`src/rtl/subn_pkg.sv`:
```
`default_nettype none
// ============================================================================
//  Module      : subn_pkg
//  Description : Shared types and constants for the bit-serial subtractor.
//                Holds the controller state encoding and the default width.
//  Revision    : 1.0 - initial release
// ============================================================================
package subn_pkg;

  // Default operand/result width in bits.
  localparam int SUBN_DEFAULT_WIDTH = 8;

  // Controller states: wait for a request, shift one bit per cycle, present.
  typedef enum logic [1:0] {
    IDLE = 2'd0,
    RUN  = 2'd1,
    DONE = 2'd2
  } state_e;

endpackage : subn_pkg
`default_nettype wire

```
`src/rtl/subn_serial_fsub_cell.sv`:
```
`default_nettype none
// ============================================================================
//  Module      : fsub_cell
//  Description : One-bit full subtractor, purely combinational.
//                d = a - b - bin (mod 2), bout = borrow out of this bit.
//  Ports       : a    in  minuend bit
//                b    in  subtrahend bit
//                bin  in  borrow in
//                d    out difference bit
//                bout out borrow out
//  Revision    : 1.0 - initial release
// ============================================================================
module fsub_cell (
  input  logic a,
  input  logic b,
  input  logic bin,
  output logic d,
  output logic bout
);

  assign d    = a ^ b ^ bin;
  assign bout = (~a & b) | (~a & bin) | (b & bin);

endmodule : fsub_cell
`default_nettype wire

```
`src/rtl/subn_serial.sv`:
```
`default_nettype none
// ============================================================================
//  Module      : subn_serial
//  Description : Bit-serial subtractor D = X - Y - borrowin (mod 2^WIDTH).
//                One bit per cycle, LSB first; WIDTH+2 cycles per result
//                (IDLE, WIDTH x RUN, DONE).
//  Ports       : clk        in  clock, rising edge
//                rst_n      in  asynchronous active-low reset
//                start      in  request, sampled only while ready=1
//                borrowin   in  borrow into bit 0
//                X, Y       in  minuend / subtrahend, captured on accept
//                ready      out high only in IDLE
//                done       out one-cycle pulse with a fresh result
//                D          out difference, held between results
//                borrowout  out borrow out of bit WIDTH-1
//                ovf        out signed overflow flag
//  Config      : SUBN_SERIAL_OVF_EN - when defined, ovf is computed and
//                registered with D; otherwise ovf is tied low.
//  Revision    : 1.0 - initial release
// ============================================================================
module subn_serial
  import subn_pkg::*;
#(
  parameter int WIDTH = SUBN_DEFAULT_WIDTH
) (
  input  logic             clk,
  input  logic             rst_n,
  input  logic             start,
  input  logic             borrowin,
  input  logic [WIDTH-1:0] X,
  input  logic [WIDTH-1:0] Y,
  output logic             ready,
  output logic             done,
  output logic [WIDTH-1:0] D,
  output logic             borrowout,
  output logic             ovf
);

  // Counter must also hold WIDTH, the value it reaches on leaving RUN.
  localparam int                CNT_W    = $clog2(WIDTH + 1);
  localparam logic [CNT_W-1:0]  LAST_BIT = CNT_W'(WIDTH - 1);

  state_e             state_q, state_d;
  logic [WIDTH-1:0]   x_sh_q, x_sh_d;
  logic [WIDTH-1:0]   y_sh_q, y_sh_d;
  logic [WIDTH-1:0]   res_q, res_d;
  logic [WIDTH-1:0]   dout_q, dout_d;
  logic [CNT_W-1:0]   cnt_q, cnt_d;
  logic               b_q, b_d;
  logic               bout_q, bout_d;
  logic               cell_d, cell_bout;

`ifdef SUBN_SERIAL_OVF_EN
  // Operand sign bits are shifted out of the operand registers, so keep them.
  logic               x_msb_q, x_msb_d;
  logic               y_msb_q, y_msb_d;
  logic               ovf_q, ovf_d;
`endif

  fsub_cell u_cell (
    .a    (x_sh_q[0]),
    .b    (y_sh_q[0]),
    .bin  (b_q),
    .d    (cell_d),
    .bout (cell_bout)
  );

  always_comb begin
    state_d = state_q;
    x_sh_d  = x_sh_q;
    y_sh_d  = y_sh_q;
    res_d   = res_q;
    dout_d  = dout_q;
    cnt_d   = cnt_q;
    b_d     = b_q;
    bout_d  = bout_q;
`ifdef SUBN_SERIAL_OVF_EN
    x_msb_d = x_msb_q;
    y_msb_d = y_msb_q;
    ovf_d   = ovf_q;
`endif

    unique case (state_q)
      IDLE: begin
        if (start) begin
          state_d = RUN;
          x_sh_d  = X;
          y_sh_d  = Y;
          b_d     = borrowin;
          cnt_d   = '0;
`ifdef SUBN_SERIAL_OVF_EN
          x_msb_d = X[WIDTH-1];
          y_msb_d = Y[WIDTH-1];
`endif
        end
      end
      RUN: begin
        x_sh_d = {1'b0, x_sh_q[WIDTH-1:1]};
        y_sh_d = {1'b0, y_sh_q[WIDTH-1:1]};
        b_d    = cell_bout;
        // Entering at the MSB end means bit 0 lands in place after WIDTH shifts.
        res_d  = {cell_d, res_q[WIDTH-1:1]};
        cnt_d  = cnt_q + CNT_W'(1);
        if (cnt_q == LAST_BIT) begin
          state_d = DONE;
          // Publish the completed result (including this last bit) in one go.
          dout_d  = res_d;
          bout_d  = cell_bout;
`ifdef SUBN_SERIAL_OVF_EN
          ovf_d   = (x_msb_q != y_msb_q) & (cell_d != x_msb_q);
`endif
        end
      end
      DONE: begin
        state_d = IDLE;
      end
      default: begin
        state_d = IDLE;
      end
    endcase
  end

  always_ff @(posedge clk or negedge rst_n) begin
    if (!rst_n) begin
      state_q <= IDLE;
      x_sh_q  <= '0;
      y_sh_q  <= '0;
      res_q   <= '0;
      dout_q  <= '0;
      cnt_q   <= '0;
      b_q     <= 1'b0;
      bout_q  <= 1'b0;
`ifdef SUBN_SERIAL_OVF_EN
      x_msb_q <= 1'b0;
      y_msb_q <= 1'b0;
      ovf_q   <= 1'b0;
`endif
    end else begin
      state_q <= state_d;
      x_sh_q  <= x_sh_d;
      y_sh_q  <= y_sh_d;
      res_q   <= res_d;
      dout_q  <= dout_d;
      cnt_q   <= cnt_d;
      b_q     <= b_d;
      bout_q  <= bout_d;
`ifdef SUBN_SERIAL_OVF_EN
      x_msb_q <= x_msb_d;
      y_msb_q <= y_msb_d;
      ovf_q   <= ovf_d;
`endif
    end
  end

  assign ready     = (state_q == IDLE);
  assign done      = (state_q == DONE);
  assign D         = dout_q;
  assign borrowout = bout_q;

`ifdef SUBN_SERIAL_OVF_EN
  assign ovf = ovf_q;
`else
  assign ovf = 1'b0;
`endif

endmodule : subn_serial
`default_nettype wire
```
`config.mk`:
```
export PLATFORM = sky130hd
export DESIGN_NAME = subn_serial
export DESIGN_NICKNAME = d
export VERILOG_FILES = /design/src/rtl/subn_pkg.sv /design/src/rtl/subn_serial_fsub_cell.sv /design/src/rtl/subn_serial.sv
export SDC_FILE = /design/constraint.sdc
export NUM_CORES = 1
export LEC_CHECK = 0
export CELL_PAD_IN_SITES_DETAIL_PLACEMENT = 1
export CELL_PAD_IN_SITES_GLOBAL_PLACEMENT = 2
export CORE_MARGIN = 2
export CORE_UTILIZATION = 35
export DETAILED_ROUTE_END_ITERATION = 12
export PLACE_DENSITY_LB_ADDON = 0.25
export SLEW_MARGIN = 20
export SYNTH_ARGS = -nofsm -noshare
export SYNTH_HDL_FRONTEND = slang
export SYNTH_SLANG_ARGS = --single-unit
```
`constraint.sdc`:
```
create_clock -name clk -period 4.4 [get_ports clk]
set_input_delay 0.88 -clock clk [delete_from_list [all_inputs] [get_ports clk]]
set_output_delay 0.88 -clock clk [all_outputs]
set_load 0.02 [all_outputs]
```
==> results.md <==
| Parameter | Reported |
|:---|:---|
| Run status | finished clean |
| Total die area | 5322 µm² |
| Gpl congestion | 0.7569 |
| Port Buf Inserts | 30 |
| Count of mapped cells out of synthesis | 145 |
| Max capacitance violation total | 0 |
| Flip-flop and latch count after synthesis | 39 |
| Number of buffers created by CTS | 5 |
| Final-report hold violation count | 0 |
| Final setup violation count | 0 |
| PnR worst setup slack | 1.584 ns |
| Worst Tran Pin Value | 0.9061 ns |
| Via total after detailed routing | 1184 |
| Cells after DPL | 220 |
| Clock transition at the register clock pins on the worst setup and hold paths after CTS | 0.07 ns |
| Layout-stage area growth over the synthesis result | 25.41% |
| Portion of synthesized cell area occupied by the leading cell type | 58.65% |
| Min Clock Period, post-route | 2.816 ns |
| Yosys top cell by area | dfrtp_1 |
| Hold/Removal Path Class | reg2reg |
| Standby leakage power | 0.8825 nW |
| Top-level port count | 32 |
| Max rail drop VDD | 208.9 µV |
| Sequential cell area fraction in the yosys report | 58.65% |
| Global-route usage over all layers | 15.37% |
| Core outline area | 4661 µm² |
| Number of placement rows | 25 |
| Number of buffers on the longest clock path | 2 |
| Final antenna-violating net count | 0 |
| Die extent in x | 72.96 µm |
| Startpoint class of the critical path | register |
| Data required, critical path | 3.52 ns |
| CP max FO | 26 |
| Average footprint of a synthesized cell | 11.48 µm² |
| Initial Utilization | 35.70% |
| Total negative slack for setup checks | 0 ns |
| Worst clock skew | 0.007579 ns |
| First DRT Iteration DRCs | 31 |
| Setup repair after global routing missed its margin | false |
| Fin Hold WS | 0.4872 ns |
| Clock tree root buffer cell | clkbuf_8 |
| Insertion delay of the later-clocked pin in the worst-skew pair | 0.29 ns |
| Area of the mapped netlist | 1664 µm² |
| Clock H-tree levels | 2 |
| Library cells used by synthesis | 26 |
| Final period utilization | 64.00% |
| Remaining routing DRC violations | 0 |
| First-pass GRT wire length | 6.154 mm |
| Remaining global-route overflow | 0 |
| Fraction of layout instances using a drive strength above 1 | 13.22% |
| Normalized max-slew margin | 39.47% |
| Number of max-slew violations in the final report | 0 |
| Number of antenna cells inserted | 0 |
| Primary flip-flop cell chosen by synthesis mapping | dfrtp_1 |
| Die extent in y | 72.96 µm |
| Vias per Instance | 5.193 |
| Worst path arrival time | 1.94 ns |
| Final cell utilization of the core | 44.78% |
| WL per Instance | 15.51 µm |
| Finished layout cell area | 2087 µm² |
| Sum of routed wire length over all layers | 3.537 mm |
| Hold path start | x_sh_q[6] |
| Maximum operating frequency | 355.1 MHz |
| Warnings, synthesis | 0 |
| Top cell types by occurrence after synthesis | dfrtp_1, nand2_1, o21ai_0 |
| Worst setup path startpoint | state_q[0] |
| EDFF count, synth | 0 |
| Area after DPL | 1987 µm² |
| Minimum setup slack after placement | 1.680 ns |
| Syn_nets | 167 |
| Post-CTS setup repair buffer count | 0 |
| Half-perimeter wire length after detailed placement | 2.444 mm |
| Layout Nets | 195 |
| Initial antenna violation count | 0 |
| Kind of capture point of the worst setup path | output port |
| Post-layout total power | 1.451 mW |
| Vias in the first global route | 1260 |
| Cell types occupying the most area after synthesis | dfrtp_1, mux2_2, a22oi_1 |
| Cts hold-fix bufs | 0 |
| Final instance count without filler cells | 228 |
| Maximum number of pins on one net before global-route repair | 40 |
| Clock tree from TritonCTS | done |
| Cell with the most instances after synthesis | dfrtp_1 |
| PwrDens | 695.5 nW/µm² |
| Sinks on Clock Net | 39 |
| FF-to-FF Start | state_q[0] |
| Post-CTS sizing | 0 |
| Class of the most critical setup path | reg2out |
| Number of detailed-route iterations in the first pass | 4 |
| Synth async-reset ratio | 100.0% |
final timing paths:
path | to | slack, ns | cells after the start
max | ready | 1.58 | 2
min | x_sh_q[6] | 0.49 | 2
max reg2reg | D[3] | 2.07 | 3
min reg2reg | x_sh_q[6] | 0.49 | 2
max in group asynchronous | x_sh_q[2] | 3.15 | 1
min in group asynchronous | cnt_q[2] | 0.70 | 1
power by group:
group          switching [mW]  total (mW)  internal (mW)  leakage, nW
combinational           0.256       0.534          0.278        0.337
sequential              0.140       0.654          0.514        0.494
clock                   0.121       0.264          0.143       0.0515
placed cells by master (no fill, tap or decap), types with 2 or more instances in the layout:
master and count:
a21oi_1 3, mux2_2 12, nor2b_1 2, inv_1 4, o21ai_0 19, dfrtp_1 39, nand3_1 2, nor2_1 3
clkbuf_8 7, and3b_1 2, mux2_1 3, nand2_1 22, a22oi_1 13, clkdlybuf4s50_1 29
per-layer routing:
metal	wire, µm	global-route usage, %
met1	1586	19.13
met2	1761	25.96
met3	131	3.315
met4	58	6.173
met5	0	0
worst max-delay path, cell delays in order (launching register included):
cell,delay [ns]
dfrtp_1,0.91
nor2_1,0.14
clkdlybuf4s50_1,0.58
final cells by class:
class / count / area [µm²]
fillers: 515 / 2574
flip-flops and latches: 39 / 975.9
multi-input cells: 92 / 625.6
well taps: 54 / 67.56
inverters: 4 / 15.01
repair buffers: 31 / 302.8
clock buffers: 8 / 100.1
registers in the layout, indices dropped and copies added (netlist names):
signal,cells
res_q,7
b_q,1
cnt_q,4
borrowout,1
state_q,2
x_sh_q,8
y_sh_q,8
D,8
cell families (layout without fill, tap and decap cells):
| group | after synthesis | in the layout | synth area share, % |
|---|---|---|---|
| buffers and inverters | 14 | 43 | 3.759 |
| AO/OA/AOI/OAI | 40 | 40 | 15.11 |
| flip-flops | 39 | 39 | 58.65 |
| other | 1 | 1 | 0.2253 |
| multiplexers | 16 | 16 | 10.75 |
| adder cells (fa/ha/maj) | 2 | 2 | 1.955 |
| AND/OR/NAND/NOR | 33 | 33 | 9.549 |
(Power assumes the default switching activity.)
